## config.mk

```make
export PLATFORM = sky130hd
export DESIGN_NAME = segment_transition_ctl_flat
export DESIGN_NICKNAME = d
export VERILOG_FILES = /design/src/rtl/segment_transition_ctl_pkg.sv /design/src/rtl/segment_transition_ctl_if.sv /design/src/rtl/segment_transition_ctl_seg_loop_counter.sv /design/src/rtl/segment_transition_ctl.sv /design/src/flat_wrapper.sv
export SDC_FILE = /design/constraint.sdc
export NUM_CORES = 1
export LEC_CHECK = 0
export BUFFER_PORTS_ARGS = -buffer_cell sky130_fd_sc_hd__buf_4
export CAP_MARGIN = 30
export CORE_UTILIZATION = 34
export DETAILED_ROUTE_END_ITERATION = 7
export GPL_TIMING_DRIVEN = 0
export PLACE_DENSITY = 0.56
export SYNTH_ARGS = -nofsm -noshare
export SYNTH_HDL_FRONTEND = slang
export SYNTH_SLANG_ARGS = --single-unit
```

## constraint.sdc

```tcl
create_clock -name clk -period 3.6 [get_ports clk]
set_input_delay 0.54 -clock clk [delete_from_list [all_inputs] [get_ports clk]]
set_output_delay 0.54 -clock clk [all_outputs]
set_load 0.05 [all_outputs]
```

## src/rtl/segment_transition_ctl_pkg.sv

```systemverilog
// ============================================================================
// Module      : segment_transition_ctl_pkg
// Description : Shared types and constants for the segment transition control
// Revision    : 1.0 - initial release
// ============================================================================
`default_nettype none

package segment_transition_ctl_pkg;

    localparam int          NUM_SEGMENT               = 2;
    localparam int unsigned TRANSITION_TIMEOUT_CYCLES = 2**24;
    localparam logic [15:0] REP_INFINITE              = 16'hFFFF;
    localparam logic [15:0] LOOP_CNT_MAX              = 16'hFFFE;

    typedef enum logic [7:0] {
        TRANSITION_MODE_SYNC_IDX = 8'h00,
        TRANSITION_MODE_SYS_TIME = 8'h01,
        TRANSITION_MODE_GPIO     = 8'h02,
        TRANSITION_MODE_EXT      = 8'hF0
    } transition_mode_t;

    typedef enum logic [2:0] {
        ST_PLAY          = 3'd0,
        ST_WAIT_IDX      = 3'd1,
        ST_WAIT_TIME     = 3'd2,
        ST_WAIT_GPIO     = 3'd3,
        ST_WAIT_EXT_LOOP = 3'd4
    } seg_ctl_state_t;

    function automatic logic is_valid_mode(input logic [7:0] mode);
        return (mode == TRANSITION_MODE_SYNC_IDX) ||
               (mode == TRANSITION_MODE_SYS_TIME) ||
               (mode == TRANSITION_MODE_GPIO)     ||
               (mode == TRANSITION_MODE_EXT);
    endfunction

endpackage

`default_nettype wire

```

## src/rtl/segment_transition_ctl_if.sv

```systemverilog
// ============================================================================
// Module      : segment_transition_ctl_if
// Description : Request/status bundle between register block, controller and
//               idx sampler. Adds TIMEOUT when SEG_TRANSITION_TIMEOUT_EN is set.
// Revision    : 1.0 - initial release
// ============================================================================
`default_nettype none

interface segment_transition_ctl_if;
    logic        update;
    logic        req_segment;
    logic [15:0] rep;
    logic [7:0]  mode;
    logic [63:0] value;
    logic [55:0] sys_time;
    logic [3:0]  gpio_in;
    logic        loop_pulse;
    logic        segment;
    logic        stop;
    logic        swapped;
    logic        busy;
    logic        err_mode;
`ifdef SEG_TRANSITION_TIMEOUT_EN
    logic        timeout;

    modport master (
        output update, req_segment, rep, mode, value, sys_time, gpio_in, loop_pulse,
        input  segment, stop, swapped, busy, err_mode, timeout
    );
    modport slave (
        input  update, req_segment, rep, mode, value, sys_time, gpio_in, loop_pulse,
        output segment, stop, swapped, busy, err_mode, timeout
    );
`else
    modport master (
        output update, req_segment, rep, mode, value, sys_time, gpio_in, loop_pulse,
        input  segment, stop, swapped, busy, err_mode
    );
    modport slave (
        input  update, req_segment, rep, mode, value, sys_time, gpio_in, loop_pulse,
        output segment, stop, swapped, busy, err_mode
    );
`endif
endinterface

`default_nettype wire

```

## src/rtl/segment_transition_ctl_seg_loop_counter.sv

```systemverilog
// ============================================================================
// Module      : seg_loop_counter
// Description : Loop counter for the active segment with saturation and the
//               finite-repeat completion compare.
// Revision    : 1.0 - initial release
// ============================================================================
`default_nettype none

module seg_loop_counter
    import segment_transition_ctl_pkg::*;
(
    input  wire        clk,
    input  wire        rst,
    input  wire        i_loop_pulse,
    input  wire        i_stop,
    input  wire        i_clear,
    input  wire [15:0] i_rep,
    output logic       o_done
);

    logic [15:0] r_loop_cnt;
    logic        w_count_en;

    assign w_count_en = i_loop_pulse & ~i_stop;
    // Compare uses the count before this pulse increments it, so REP=n means n+1 loops.
    assign o_done     = w_count_en && (i_rep != REP_INFINITE) && (r_loop_cnt == i_rep);

    always_ff @(posedge clk) begin
        if (rst) begin
            r_loop_cnt <= 16'd0;
        end else if (i_clear) begin
            r_loop_cnt <= 16'd0;
        end else if (w_count_en && (r_loop_cnt != LOOP_CNT_MAX)) begin
            r_loop_cnt <= r_loop_cnt + 16'd1;
        end
    end

endmodule

`default_nettype wire

```

## src/rtl/segment_transition_ctl.sv

```systemverilog
// ============================================================================
// Module      : segment_transition_ctl
// Description : Segment swap timing, finite repeat STOP and EXT ping-pong for
//               one double-buffered sequencer. Optional forced-swap timeout
//               enabled by SEG_TRANSITION_TIMEOUT_EN.
// Revision    : 1.0 - initial release
// ============================================================================
`default_nettype none

module segment_transition_ctl
    import segment_transition_ctl_pkg::*;
(
    input wire                       clk,
    input wire                       rst,
    segment_transition_ctl_if.slave  bus
);

    seg_ctl_state_t r_state, w_state_nxt;
    logic           r_segment, w_segment_nxt;
    logic           r_stop, w_stop_nxt;
    logic           r_swapped, w_swapped_nxt;
    logic           r_err_mode, w_err_mode_nxt;
    logic           r_req_seg, w_req_seg_nxt;
    logic [55:0]    r_value, w_value_nxt;
    logic [15:0]    r_rep_q [NUM_SEGMENT];
    logic [15:0]    w_rep_q_nxt [NUM_SEGMENT];
    logic [3:0]     r_gpio_prev;

    logic w_update_ok;
    logic w_gpio_rise;
    logic w_time_reached;
    logic w_waiting;
    logic w_trigger;
    logic w_cnt_clear;
    logic w_loop_done;
    logic w_timeout_hit;
    logic w_unused;

    assign w_unused       = &{1'b0, bus.value[63:56]};
    assign w_update_ok    = bus.update & is_valid_mode(bus.mode);
    assign w_gpio_rise    = bus.gpio_in[r_value[1:0]] & ~r_gpio_prev[r_value[1:0]];
    assign w_time_reached = (bus.sys_time >= r_value);
    assign w_waiting      = (r_state == ST_WAIT_IDX) || (r_state == ST_WAIT_TIME) ||
                            (r_state == ST_WAIT_GPIO);

    seg_loop_counter u_loop_counter (
        .clk          (clk),
        .rst          (rst),
        .i_loop_pulse (bus.loop_pulse),
        .i_stop       (r_stop),
        .i_clear      (w_cnt_clear),
        .i_rep        (r_rep_q[r_segment]),
        .o_done       (w_loop_done)
    );

`ifdef SEG_TRANSITION_TIMEOUT_EN
    logic [23:0] r_wait_cnt;
    logic        r_timeout;

    assign w_timeout_hit = w_waiting && (r_wait_cnt == 24'(TRANSITION_TIMEOUT_CYCLES - 1));
    assign bus.timeout   = r_timeout;

    always_ff @(posedge clk) begin
        if (rst) begin
            r_wait_cnt <= 24'd0;
            r_timeout  <= 1'b0;
        end else begin
            if (w_waiting && !w_update_ok && !w_trigger) begin
                r_wait_cnt <= r_wait_cnt + 24'd1;
            end else begin
                r_wait_cnt <= 24'd0;
            end
            if (w_timeout_hit && !w_update_ok) begin
                r_timeout <= 1'b1;
            end
        end
    end
`else
    assign w_timeout_hit = 1'b0;
`endif

    always_comb begin
        w_state_nxt    = r_state;
        w_segment_nxt  = r_segment;
        w_stop_nxt     = r_stop;
        w_swapped_nxt  = 1'b0;
        w_err_mode_nxt = r_err_mode | (bus.update & ~is_valid_mode(bus.mode));
        w_req_seg_nxt  = r_req_seg;
        w_value_nxt    = r_value;
        w_rep_q_nxt    = r_rep_q;
        w_trigger      = 1'b0;
        w_cnt_clear    = 1'b0;

        // A valid request preempts any trigger or repeat completion this cycle.
        if (w_update_ok) begin
            w_req_seg_nxt                   = bus.req_segment;
            w_rep_q_nxt[bus.req_segment]    = bus.rep;
            w_value_nxt                     = bus.value[55:0];
            case (bus.mode)
                TRANSITION_MODE_SYNC_IDX: w_state_nxt = ST_WAIT_IDX;
                TRANSITION_MODE_SYS_TIME: w_state_nxt = ST_WAIT_TIME;
                TRANSITION_MODE_GPIO:     w_state_nxt = ST_WAIT_GPIO;
                TRANSITION_MODE_EXT: begin
                    w_state_nxt   = ST_WAIT_EXT_LOOP;
                    w_segment_nxt = bus.req_segment;
                    w_swapped_nxt = 1'b1;
                    w_stop_nxt    = 1'b0;
                    w_cnt_clear   = 1'b1;
                end
                default: ;
            endcase
        end else begin
            case (r_state)
                ST_WAIT_IDX:  w_trigger = bus.loop_pulse | r_stop | w_timeout_hit;
                ST_WAIT_TIME: w_trigger = w_time_reached | w_timeout_hit;
                ST_WAIT_GPIO: w_trigger = w_gpio_rise | w_timeout_hit;
                ST_WAIT_EXT_LOOP: begin
                    if (w_loop_done) begin
                        w_segment_nxt = ~r_segment;
                        w_swapped_nxt = 1'b1;
                        w_stop_nxt    = 1'b0;
                        w_cnt_clear   = 1'b1;
                    end
                end
                ST_PLAY: begin
                    if (w_loop_done) begin
                        w_stop_nxt = 1'b1;
                    end
                end
                default: w_state_nxt = ST_PLAY;
            endcase

            if (w_trigger) begin
                w_state_nxt   = ST_PLAY;
                w_segment_nxt = r_req_seg;
                w_swapped_nxt = 1'b1;
                w_stop_nxt    = 1'b0;
                w_cnt_clear   = 1'b1;
            end
        end
    end

    always_ff @(posedge clk) begin
        if (rst) begin
            r_state     <= ST_PLAY;
            r_segment   <= 1'b0;
            r_stop      <= 1'b0;
            r_swapped   <= 1'b0;
            r_err_mode  <= 1'b0;
            r_req_seg   <= 1'b0;
            r_value     <= 56'd0;
            r_rep_q     <= '{default: REP_INFINITE};
            r_gpio_prev <= 4'd0;
        end else begin
            r_state     <= w_state_nxt;
            r_segment   <= w_segment_nxt;
            r_stop      <= w_stop_nxt;
            r_swapped   <= w_swapped_nxt;
            r_err_mode  <= w_err_mode_nxt;
            r_req_seg   <= w_req_seg_nxt;
            r_value     <= w_value_nxt;
            r_rep_q     <= w_rep_q_nxt;
            r_gpio_prev <= bus.gpio_in;
        end
    end

    assign bus.segment  = r_segment;
    assign bus.stop     = r_stop;
    assign bus.swapped  = r_swapped;
    assign bus.busy     = (r_state != ST_PLAY);
    assign bus.err_mode = r_err_mode;

endmodule

`default_nettype wire

```

## src/flat_wrapper.sv

```systemverilog
// flat-port wrapper written by rule: the top's interface ports become plain ports
module segment_transition_ctl_flat import segment_transition_ctl_pkg::*;
  (clk, rst, bus_update, bus_req_segment, bus_rep, bus_mode, bus_value, bus_sys_time, bus_gpio_in, bus_loop_pulse, bus_segment, bus_stop, bus_swapped, bus_busy, bus_err_mode);
  segment_transition_ctl_if bus_i ();
  input wire clk;
  input wire rst;
  input wire logic [$bits(bus_i.update)-1:0] bus_update;
  input wire logic [$bits(bus_i.req_segment)-1:0] bus_req_segment;
  input wire logic [$bits(bus_i.rep)-1:0] bus_rep;
  input wire logic [$bits(bus_i.mode)-1:0] bus_mode;
  input wire logic [$bits(bus_i.value)-1:0] bus_value;
  input wire logic [$bits(bus_i.sys_time)-1:0] bus_sys_time;
  input wire logic [$bits(bus_i.gpio_in)-1:0] bus_gpio_in;
  input wire logic [$bits(bus_i.loop_pulse)-1:0] bus_loop_pulse;
  output wire logic [$bits(bus_i.segment)-1:0] bus_segment;
  output wire logic [$bits(bus_i.stop)-1:0] bus_stop;
  output wire logic [$bits(bus_i.swapped)-1:0] bus_swapped;
  output wire logic [$bits(bus_i.busy)-1:0] bus_busy;
  output wire logic [$bits(bus_i.err_mode)-1:0] bus_err_mode;
  assign bus_i.update = bus_update;
  assign bus_i.req_segment = bus_req_segment;
  assign bus_i.rep = bus_rep;
  assign bus_i.mode = bus_mode;
  assign bus_i.value = bus_value;
  assign bus_i.sys_time = bus_sys_time;
  assign bus_i.gpio_in = bus_gpio_in;
  assign bus_i.loop_pulse = bus_loop_pulse;
  assign bus_segment = bus_i.segment;
  assign bus_stop = bus_i.stop;
  assign bus_swapped = bus_i.swapped;
  assign bus_busy = bus_i.busy;
  assign bus_err_mode = bus_i.err_mode;
  segment_transition_ctl u_core (.clk(clk), .rst(rst), .bus(bus_i));
endmodule
```

==> summary.md <==
| Metric | Value |
|---|---|
| Reg2reg setup slack | `0.60 ns` |
| Logic pwr share | `8.7%` |
| Netlist cell types | `52` |
| Layout cell share with drive strength beyond 1 | `20.76%` |
| Maximum buffer depth of the clock tree | `2` |
| Crit path DAT | `3.30 ns` |
| Leak | `3.220 nW` |
| Status | `finished, violations left` |
| Hold/Removal Path Class | `primary input to flip-flop` |
| Setup Skew | `0.007361 ns` |
| FF-to-FF Start | `u_core.r_value[54]` |
| Crit path launch type | `flip-flop` |
| Die width | `138.2 um` |
| RSZ-0062 raised after global routing | `no` |
| Post-Route Utilization | `45.87%` |
| Vias in the first global route | `5717` |
| Reg clk slew, reported paths | `0.05 ns` |
| Area growth syn-to-layout | `31.59%` |
| Ant diodes | `0` |
| Worst slew margin | `45.97%` |
| DR vias | `5691` |
| Number of port buffers | `148` |
| Count leader, synth | `nand2_1` |
| Starting Density | `34.86%` |
| Final hold violation count | `0` |
| Crit path from | `u_core.r_value[54]` |
| H-tree level count | `4` |
| Predominant post-synthesis flop cell | `dfxtp_1` |
| Synth top area cells | `dfxtp_1 (37%), ha_1 (12%), nand2_1 (8.2%)` |
| Register area share after synthesis | `36.83%` |
| P per Cell Area | `399.2 mW/mm^2` |
| Largest net degree at the start of global routing | `17` |
| Slew Limit Fails | `0` |
| Net Switching | `0.0007017 W` |
| Antenna-violating nets left | `0` |
| Synth top area share | `36.83%` |
| Largest area contributor in the netlist | `dfxtp_1` |
| Crit end category | `flip-flop` |
| Worst vdd ir | `0.3494 mV` |
| R2R Path End | `u_core.u_loop_counter.r_loop_cnt[9]` |
| Worst-case reg-to-reg path depth | `12` |
| CP peak stage delay | `0.55 ns` |
| Setup bufs post-CTS | `0` |
| # clock sinks | `116` |
| CTS tree | `done` |
| Tmin final | `2.996 ns` |
| Switching Share | `21.19%` |
| Post-synth top cells | `nand2_1 (137), dfxtp_1 (116), a21oi_1 (89)` |
| CTS buffer count | `17` |
| Routability cong. | `0.7831` |
| Synth Cell Area | `0.006305 mm^2` |
| Initial antenna violation count | `0` |
| CP required | `3.90 ns` |
| Worst-Skew Late Latency | `0.41 ns` |
| Detailed Place HPWL | `13.69 mm` |
| Total GRT Usage | `19.17%` |
| Syn nets | `977` |
| Mapped Cells | `766` |
| CP endpoint | `u_core.u_loop_counter.r_loop_cnt[9]` |
| Post-Route WL | `17.53 mm` |
| Avg WL per Cell | `14.94 um` |
| Flop pwr share | `39.4%` |
| TritonRoute pass-1 iters | `6` |
| Core Rows | `49` |
| Nets@finish | `1144` |
| Clock root buffer | `clkbuf_16` |
| Worst-path fanout max | `10` |
| Total global routing overflow | `0` |
| Critical path, cell by cell | `inv_1 > ha_1 > nand4_2 > nor4_2 > nand2_1 > or4_1 > a31oi_1 > a311o_2 > o32a_2 > buf_6 > buf_12 > nor2_1` |
| Final setup viols | `0` |
| Die H | `138.2 um` |
| Fmax | `0.3338 GHz` |
| Starting DRT DRC Count | `210` |
| I/O pin total | `158` |
| Failing checks | `DRC` |
| Core footprint | `0.01809 mm^2` |
| Setup TNS | `0 ns` |
| Slowest stage cell, crit path | `or4_1` |
| Avg Vias per Cell | `4.852` |
| Max-Cap Viols | `0` |
| Final Cycle Share | `83.21%` |
| Synth warn | `0` |
| FFs w/ async S/R, synth | `0%` |
| P_int | `0.002610 W` |
| DRC viols | `30` |
| Post-CTS Hold Buffers | `0` |
| #FFs+latches synth | `116` |
| Die ar. | `0.01909 mm^2` |
| Avg Synthesized Cell Area | `8.231 um^2` |
| Post-route cell area | `0.008297 mm^2` |
| Crit Path Category | `flip-flop to flip-flop` |
| Global-route wire length before repair | `28.84 mm` |
| Resize count post-CTS | `0` |
| Tightest Pin Transition | `0.8038 ns` |
| Post-synth EDFFs | `0` |
| Clock power share | `51.9%` |
| Dpl cell area | `0.007702 mm^2` |
[stage by stage]
stage	power, W	setup slack [ns]	instances	hold slack [ns]
after detailed placement	0.001620	0.2465	1143	0.4470
final	0.003312	0.6043	1173	0.3359
after floorplan	0.001449	0.8978	766	0.4315
after global routing	0.003438	0.4284	1173	0.3290
after CTS	0.003339	0.5235	1173	0.3238
after global placement	0.001618	0.2427	1143	0.4430
[placed cells by master (no fill, tap or decap), types with 5 or more instances in the layout]
cell type  count
nand4_1       22
a211o_1       32
buf_2         11
buf_4        149
a21oi_1       89
a21o_1         5
and3_1        24
o21ai_0        6
nor2_1        31
clkbuf_16     17
nor2b_1       25
nand2_1      137
xor2_1        14
ha_1          58
clkbuf_1      28
mux2i_1       16
inv_1         61
nand3_1       18
xnor2_1       19
nor3_1        10
dfxtp_1      116
[worst min path at each step]
stage                                   from                  to  slack, ns  cells past startpoint
final                             bus_rep[9]  u_core.r_rep_q[25]       0.34                      2
after global routing              bus_rep[2]  u_core.r_rep_q[18]       0.33                      2
after CTS                         bus_rep[2]  u_core.r_rep_q[18]       0.32                      2
after detailed placement  u_core.r_value[21]  u_core.r_value[21]       0.45                      2
after global placement      u_core.r_req_seg    u_core.r_req_seg       0.44                      2
after floorplan             u_core.r_req_seg    u_core.r_req_seg       0.43                      2
[kinds of logic (layout without fill, tap and decap cells)]
| logic type | count (synthesis) | after routing | share of synthesized area (%) |
|---|---|---|---|
| AND/OR/NAND/NOR | 288 | 288 | 21.99 |
| AO/OA/AOI/OAI | 155 | 155 | 15.64 |
| flip-flops | 116 | 116 | 36.83 |
| buffers and inverters | 100 | 278 | 6.906 |
| adder cells (fa/ha/maj) | 58 | 58 | 11.51 |
| XOR/XNOR | 33 | 33 | 4.584 |
| multiplexers | 16 | 16 | 2.540 |
[power by group through the flow]
stage / Clock, W / Sequential [W] / Combinational [W]
2_1_floorplan: 0 / 0.00133 / 0.000117
3_3_place_gp: 0 / 0.00133 / 0.000287
3_5_place_dp: 0 / 0.00133 / 0.000289
4_1_cts: 0.00174 / 0.00130 / 0.000291
5_1_grt: 0.00181 / 0.00130 / 0.000323
6_report: 0.00172 / 0.00130 / 0.000287
[critical path, delay by kind of cell (launching register included)]
kind                     cells  cell delay (ns)
AO/OA/AOI/OAI                3             0.63
adder cells (fa/ha/maj)      1             0.31
buffers and inverters        3             0.31
flip-flops                   1             0.32
AND/OR/NAND/NOR              5             1.31
[per-layer routing]
layer	vias to the layer above	GRT usage [%]	routed length, um
li1	2980	-	-
met1	2574	24.25	8031
met2	118	33.06	8454
met3	19	3.879	848
met4	0	5.322	191
met5	-	0	0
[flip-flops by register name, summed over array words and instances, names as in the netlist]
name                              count
u_core.r_value                       56
u_core.bus.stop                       1
u_core.bus.segment                    1
u_core.r_req_seg                      1
u_core.r_gpio_prev                    4
u_core.r_rep_q                       32
u_core.bus.err_mode                   1
u_core.r_state                        3
u_core.bus.swapped                    1
u_core.u_loop_counter.r_loop_cnt     16
[layout make-up]
| type | count | area (um^2) |
|---|---|---|
| Multi-Input combinational cell | 550 | 3547 |
| Clock inverter | 4 | 95.09 |
| Inverter | 61 | 229.0 |
| Timing Repair Buffer | 148 | 1111 |
| Fill cell | 1864 | 9789 |
| Sequential cell | 116 | 2322 |
| Buffer | 39 | 206.4 |
| Tap cell | 229 | 286.5 |
| Clock buffer | 26 | 499.2 |
(Power assumes the default switching activity.)
